## config.mk

```make
export PLATFORM = sky130hd
export DESIGN_NAME = present_round_ctrl
export DESIGN_NICKNAME = d
export VERILOG_FILES = /design/src/rtl/present_pkg.sv /design/src/rtl/present_key_update.sv /design/src/rtl/present_round_ctrl.sv
export SDC_FILE = /design/constraint.sdc
export NUM_CORES = 1
export LEC_CHECK = 0
export CAP_MARGIN = 20
export CORE_MARGIN = 5
export CORE_UTILIZATION = 60
export CTS_BUF_LIST = sky130_fd_sc_hd__clkbuf_8
export DETAILED_ROUTE_END_ITERATION = 6
export PLACE_DENSITY = 0.95
export SYNTH_ARGS = -nofsm -noshare
export SYNTH_HDL_FRONTEND = slang
export SYNTH_SLANG_ARGS = --single-unit
```

## constraint.sdc

```tcl
create_clock -name inClk -period 3.8 [get_ports inClk]
set_input_delay 1.14 -clock inClk [delete_from_list [all_inputs] [get_ports inClk]]
set_output_delay 1.14 -clock inClk [all_outputs]
set_load 0.05 [all_outputs]
```

## src/rtl/present_pkg.sv

```systemverilog
// Shared PRESENT-80 constants, controller state encoding and the combinational round function.
package present_pkg;

  localparam int STATE_W        = 64;
  localparam int KEY_W          = 80;
  localparam int ROUND_W        = 5;
  localparam int PRESENT_ROUNDS = 31;

  typedef enum logic [1:0] {
    IDLE  = 2'd0,
    RUN   = 2'd1,
    FINAL = 2'd2
  } ctrl_state_e;

  function automatic logic [3:0] sbox4(input logic [3:0] x);
    logic [3:0] y;
    case (x)
      4'h0: y = 4'hC;
      4'h1: y = 4'h5;
      4'h2: y = 4'h6;
      4'h3: y = 4'hB;
      4'h4: y = 4'h9;
      4'h5: y = 4'h0;
      4'h6: y = 4'hA;
      4'h7: y = 4'hD;
      4'h8: y = 4'h3;
      4'h9: y = 4'hE;
      4'hA: y = 4'hF;
      4'hB: y = 4'h8;
      4'hC: y = 4'h4;
      4'hD: y = 4'h7;
      4'hE: y = 4'h1;
      default: y = 4'h2;
    endcase
    return y;
  endfunction

  // Bit i moves to position 16*i mod 63; bit 63 stays in place.
  function automatic logic [STATE_W-1:0] pLayer(input logic [STATE_W-1:0] x);
    logic [STATE_W-1:0] y;
    y = '0;
    for (int i = 0; i < STATE_W - 1; i++) begin
      y[(i * 16) % 63] = x[i];
    end
    y[STATE_W-1] = x[STATE_W-1];
    return y;
  endfunction

  function automatic logic [STATE_W-1:0] PresentNextStateFun(input logic [STATE_W-1:0] st,
                                                              input logic [STATE_W-1:0] round_key);
    logic [STATE_W-1:0] mixed;
    logic [STATE_W-1:0] subst;
    mixed = st ^ round_key;
    for (int n = 0; n < STATE_W / 4; n++) begin
      subst[n*4 +: 4] = sbox4(mixed[n*4 +: 4]);
    end
    return pLayer(subst);
  endfunction

endpackage

```

## src/rtl/present_key_update.sv

```systemverilog
// One step of the PRESENT-80 key schedule, purely combinational.
module present_key_update
  import present_pkg::*;
(
  input  logic [KEY_W-1:0]   inKey,
  input  logic [ROUND_W-1:0] inRound,
  output logic [KEY_W-1:0]   outKey
);

  logic [KEY_W-1:0] rotated;

  // Rotating left by 61 is the same as rotating right by 19.
  always_comb begin
    rotated        = {inKey[18:0], inKey[79:19]};
    outKey         = rotated;
    outKey[79:76]  = sbox4(rotated[79:76]);
    outKey[19:15]  = rotated[19:15] ^ inRound;
  end

endmodule

```

## src/rtl/present_round_ctrl.sv

```systemverilog
// Iterative PRESENT-80 encryptor: one round per clock, start/abort handshake, one-cycle result pulse.
module present_round_ctrl
  import present_pkg::*;
#(
  parameter int ROUNDS = PRESENT_ROUNDS
) (
  input  logic               inClk,
  input  logic               inRstN,
  input  logic               inStart,
  input  logic               inAbort,
  input  logic [STATE_W-1:0] inData,
  input  logic [KEY_W-1:0]   inKey,
  output logic               outBusy,
  output logic               outValid,
  output logic [STATE_W-1:0] outData
);

  localparam logic [ROUND_W-1:0] LAST_ROUND = ROUND_W'(ROUNDS);

  ctrl_state_e        fsm, fsm_next;
  logic [STATE_W-1:0] state;
  logic [KEY_W-1:0]   key;
  logic [KEY_W-1:0]   key_next;
  logic [ROUND_W-1:0] round;
  logic               load;
  logic               step;
  logic               emit;

  present_key_update u_key_update (
    .inKey   (key),
    .inRound (round),
    .outKey  (key_next)
  );

  always_ff @(posedge inClk or negedge inRstN) begin
    if (!inRstN) fsm <= IDLE;
    else         fsm <= fsm_next;
  end

  // Abort wins over everything, including a start in IDLE and the result write in FINAL.
  always_comb begin
    fsm_next = fsm;
    load     = 1'b0;
    step     = 1'b0;
    emit     = 1'b0;
    outBusy  = (fsm != IDLE);
    case (fsm)
      IDLE: begin
        if (inStart && !inAbort) begin
          load     = 1'b1;
          fsm_next = RUN;
        end
      end
      RUN: begin
        if (inAbort) begin
          fsm_next = IDLE;
        end else begin
          step = 1'b1;
          if (round == LAST_ROUND) fsm_next = FINAL;
        end
      end
      FINAL: begin
        fsm_next = IDLE;
        emit     = !inAbort;
      end
      default: fsm_next = IDLE;
    endcase
  end

  always_ff @(posedge inClk or negedge inRstN) begin
    if (!inRstN) begin
      state    <= '0;
      key      <= '0;
      round    <= '0;
      outValid <= 1'b0;
      outData  <= '0;
    end else begin
      outValid <= emit;
      if (load) begin
        state <= inData;
        key   <= inKey;
        round <= ROUND_W'(1);
      end else if (step) begin
        state <= PresentNextStateFun(state, key[79:16]);
        key   <= key_next;
        round <= (round == LAST_ROUND) ? round : round + ROUND_W'(1);
      end
      if (emit) outData <= state ^ key[79:16];
    end
  end

endmodule

```

Yosys cells after proc, flatten, opt, wreduce, memory -nomap -nowiden --
Memories as Yosys holds them, arrays and structs flattened. Index checks and enable logic that the tools add are counted.
Operators by class: add/sub/neg operators 1, eq/ne operators 6, muxes and demuxes 16, bitwise logic cells 2, reduce and logical (&&, ||, !) cells 7
Operator list (count):
- $mux W80 | 2
- $mux W64 | 2
- $xor A64 B64 Y64 | 1
- $mux W5 | 3
- $mux W2 | 3
- $add A5 B1 Y5 const B | 1
- $eq A5 B5 Y1 const B | 1
- $mux W1 | 5
- $xor A5 B5 Y5 | 1
- $ne A2 B2 Y1 const B | 2
- $pmux W2 S2 | 1
- $reduce_and A2 Y1 | 2
- $reduce_bool A2 Y1 | 2
- $ne A3 B3 Y1 const B | 1
- $eq A2 B1 Y1 const B | 1
- $eq A2 B2 Y1 const B | 1
- $logic_not A2 Y1 | 1
- $logic_and A1 B1 Y1 | 1
- $logic_not A1 Y1 | 1
Word-level totals: register bits after elaboration 216, bits in read-only memories 1088, output and inout bits 66, logic and storage cells 55, memories kept 17
Memory list:
- (name not given) | words 16, bits a word 4, read ports 1, clocked after Yosys merged registers in 0, wr ports 0, RTL line present_pkg.sv:17 | case (x)
- (name not given) | words 16, bits a word 4, read ports 1, clocked after Yosys merged registers in 0, wr ports 0, RTL line present_pkg.sv:17
- (name not given) | words 16, bits a word 4, read ports 1, clocked after Yosys merged registers in 0, wr ports 0, RTL line present_pkg.sv:17
- (name not given) | words 16, bits a word 4, read ports 1, clocked after Yosys merged registers in 0, wr ports 0, RTL line present_pkg.sv:17
- (name not given) | words 16, bits a word 4, read ports 1, clocked after Yosys merged registers in 0, wr ports 0, RTL line present_pkg.sv:17
- (name not given) | words 16, bits a word 4, read ports 1, clocked after Yosys merged registers in 0, wr ports 0, RTL line present_pkg.sv:17
- +11 memories

Depth between registers and ports, before layout --
depth after elaboration 6, gate-level depth with buffers 8, mapped depth without buffers 7

Cells and area by module --
A second synthesis with hierarchy kept.
Unflattened totals: cell total of the unflattened synthesis 1427, area total of the unflattened synthesis 12679.7 µm²
Modules (own cells, without submodules):
- present_round_ctrl | instances 1, cells an instance 1333, area an instance 11917.7 µm²
- present_key_update | instances 1, cells an instance 94, area an instance 762.0 µm²

Worst setup path before layout --
No wires, ideal clock.
kind input port to flip-flop, start input port inAbort, end register state[33], library setup time 148 ps, data arrival time 2200 ps, required time 3652 ps, path slack 1452 ps, stages 5, buffers on the path 2, path through or3b_4 -> buf_2 -> buf_6 -> a221oi_1 -> o32ai_1
On the way: longest elaborated chain between the ends 5, elaborated cells on any way between the ends 8, those cells by class mux: 5; reduce/logical: 3
RTL lines:
- from (decl) | RTL line present_round_ctrl.sv:10 | input logic inAbort,
- $logic_not A1 Y1 | RTL line present_round_ctrl.sv:49 | if (inStart && !inAbort) begin
- $logic_and A1 B1 Y1 | RTL line present_round_ctrl.sv:49
- $mux W1 | RTL line present_round_ctrl.sv:49
- $mux W1 | RTL line present_round_ctrl.sv:47 | case (fsm)
- $mux W64 or $reduce_bool A2 Y1 (tied branches)
- to (signal assigned) | RTL line present_round_ctrl.sv:80 | state <= inData;
- to (signal assigned) | RTL line present_round_ctrl.sv:84 | state <= PresentNextStateFun(state, key[79:16]);
- to (decl) | RTL line present_round_ctrl.sv:21 | logic [STATE_W-1:0] state;
Parallel ways exist; a longest one is shown, timed or not. A chain may end at the register's enable or synchronous reset.

Final worst setup path --
start register fsm[1], end output port outBusy
On the way: longest elaborated chain between the ends 1
RTL lines:
- from (decl) | RTL line present_round_ctrl.sv:20 | ctrl_state_e fsm, fsm_next;
- from (signal assigned) | RTL line present_round_ctrl.sv:37 | else fsm <= fsm_next;
- $reduce_bool A2 Y1 | RTL line present_round_ctrl.sv:46 | outBusy = (fsm != IDLE);
- to (decl) | RTL line present_round_ctrl.sv:13 | output logic outBusy,
No other way between the ends.

==> impl_metrics.py <==
metrics = {
    "status": {
        "status": "completed",
    },
    "synthesis": {
        "ys_top_cells_by_area": "dfrtp_1 (44%), nand2_1 (6.2%), ha_1 (5.6%)",
        "synth.top_cells.by_count": "dfrtp_1 (216), nand2_1 (203), nor2_1 (179)",
        "synth-seq-cells": 216,
        "synth_top_area_share_pct": 43.9,
        "postSynthCellCount": 1330,
        "yosysWarnings": 0,
        "syn-cell-area_sq_um": 12300,
        "yosysTopAreaCell": "dfrtp_1",
        "ys_seq_area_share_pct": 43.9,
        "syn_nets": 1533,
        "postSynth.topFlopCell": "dfrtp_1",
        "synth_edf_count": 0,
        "ys_types": 48,
        "postSynthAreaPerCell_sq_um": 9.26,
        "yosysMostFrequentCell": "dfrtp_1",
        "async_flop_share_pct": 100,
    },
    "timing": {
        "fin_crit_sh_pct": 85.0,
        "hold_violations": 0,
        "rsz0062_at_grt": "false",
        "worst_pin_slew_ps": 1010,
        "max_freq_ghz": 0.310,
        "relSlewSlack_pct": 32.1,
        "min_period_ps": 3230,
        "finalSetupViolCount": 0,
        "clock-skew-final_ps": 22.3,
        "tns_ps": 0,
        "slew_viol_final": 0,
    },
    "grt": {
        "grtUsageTotal_pct": 33.4,
        "grt_overflow_total": 0,
        "antenna_found_initial": 0,
        "grt_pass1_vias": 11379,
        "grt_max_degree": 124,
        "grt_pass1_wl_um": 62200,
    },
    "hold_path": {
        "min_path_type": "reg2reg",
    },
    "setup_path": {
        "critPathRequiredTime_ps": 2660,
        "critPathKind": "reg2out",
        "path_max_fanout": 7,
        "critPathLaunchType": "register",
        "path_cells": "or2_2, clkdlybuf4s50_1",
        "critPathMaxStageDelay_ps": 710,
        "cp.arrival_ps": 2090,
        "cp_slowest_cell": "clkdlybuf4s50_1",
        "critPathCaptureType": "output pin",
    },
    "clock_network": {
        "cts_hold_buf": 0,
        "postCtsSetupRepairBufs": 0,
        "cts_tree": "done",
        "cts-resized-gates": 0,
        "cts-htree-levels": 2,
        "clk_pin_slew_ps": 70,
        "clk_latency_ps": 550,
        "cts_num_sinks": 216,
        "cts_made_buffers": 37,
        "root_buffer": "clkbuf_8",
        "clock_path_buffers": 3,
    },
    "detailed_routing": {
        "routed_wirelength_um": 40200,
        "dr_total_vias": 11546,
        "routed_via_density": 6.35,
        "drc": 0,
        "wl_per_cell_um": 22.1,
        "drt_iter0_drc": 1691,
        "dr.pass1.iters": 7,
        "antenna_left": 0,
    },
    "place": {
        "io_buffer_count": 213,
        "dp_cells": 1755,
        "place.detailed.hpwl_um": 28300,
        "dpl-instance-area_sq_um": 14600,
        "place_congestion": 0.964,
    },
    "floorplan": {
        "die_area_sq_um": 23500,
        "coreArea_sq_um": 20200,
        "die_h_um": 153,
        "rows": 52,
        "die_w_um": 153,
        "num_io_pins": 214,
        "start_util_pct": 60.8,
    },
    "finish": {
        "layout-drive-gt1-share_pct": 7.49,
        "fin_cells": 1819,
        "final_cell_area_sq_um": 15400,
        "area_growth_pct": 24.8,
        "antenna_cells": 0,
        "final_nets": 1727,
    },
    "pwr": {
        "p_leak_nw": 6.77,
        "powerDensity_nw_per_um2": 851,
        "ir_drop_uv": 394,
    },
    "flow_run": {
        "cap_violations": 0,
    },
}
==> state kept, by name, summed over array words and instances (netlist names) <==
name      flops
state        64
outValid      1
key          80
fsm           2
outData      64
round         5
==> per-stage QoR <==
stage | setup WS (ps) | util, % | hold slack [ps] | total power, mW
floorplan | 1450 | - | 489 | 8.55
global placement | 454 | 72.3 | 493 | 10.1
detailed placement | 452 | 72.3 | 497 | 10.5
CTS | 575 | 75.9 | 511 | 12.8
global route | 540 | 75.9 | 527 | 13.8
finish | 570 | 75.9 | 509 | 13.1
==> kinds of logic (layout without fill, tap and decap cells) <==
kind of cell               count (synthesis)  count (layout)  synth area share, %
adders and majority gates                 55              55                 5.59
xor gates and xnor gates                 104             104                 7.46
muxes                                     59              59                 7.06
AOI/OAI and AO/OA                        341             341                 17.4
buffers and inverters                    145             364                 5.36
DFF                                      216             216                 43.9
and+or+nand+nor                          410             410                 13.2
==> worst max-delay path, delay by kind of cell (launching register included) <==
kind / cells / cell delay (ps)
flops: 1 / 480
simple gates: 1 / 340
buf+inv: 1 / 710
==> cells in the final DEF (no fill, tap or decap), types with 4 or more instances in the layout <==
master,instances
o21ai_0,57
ha_1,55
clkdlybuf4s50_1,212
buf_4,12
xor2_1,34
a21oi_1,79
a221oi_1,6
a22oi_1,50
o211ai_1,17
nor2_1,178
dfrtp_1,216
buf_12,6
a2111oi_0,7
o31ai_1,7
inv_1,79
o31a_1,4
mux2i_1,25
nand2_1,203
clkbuf_8,50
mux4_2,21
nand3_1,11
a211oi_1,21
a31oi_1,73
xnor2_1,69
mux2_2,13
o21ai_1,6
==> path summary, 6_finish.rpt <==
check / slack, ps / end / depth (start not counted) / startpoint
worst max-delay path: 570 / outBusy / 2 / fsm[1]$_DFFE_PN0P_
worst min-delay path: 510 / outData[21]$_DFFE_PN0P_ / 1 / outData[21]$_DFFE_PN0P_
worst max register to register: 1280 / state[13]$_DFFE_PN0P_ / 6 / state[52]$_DFFE_PN0P_
worst min register to register: 510 / outData[21]$_DFFE_PN0P_ / 1 / outData[21]$_DFFE_PN0P_
max in group asynchronous: 2250 / key[9]$_DFFE_PN0P_ / 2 / inRstN
min in group asynchronous: 660 / outData[54]$_DFFE_PN0P_ / 1 / inRstN
==> per-layer routing <==
metal	up-vias	GRT usage, %	routed length [um]
met5	-	0	0
met4	0	21.2	3190
met3	223	8.91	5190
met2	905	51.4	18000
met1	5399	41.9	13800
li1	5019	-	-
==> power breakdown <==
group | internal (mW) | switching [mW]
clock network | 1.15 | 0.976
registers | 2.96 | 1.00
logic | 2.99 | 4.00
total | 7.09 | 5.98
==> cell type report <==
| cell class | count | area (sq um) |
|---|---|---|
| timing repair buffer | 231 | 2350 |
| clock inverter | 15 | 65.1 |
| clock buffer | 49 | 674 |
| inverter | 69 | 259 |
| sequential | 216 | 5410 |
| multi-input combinational | 969 | 6280 |
| fill | 1198 | 4870 |
| tap | 270 | 338 |
(Power assumes the default switching activity.)
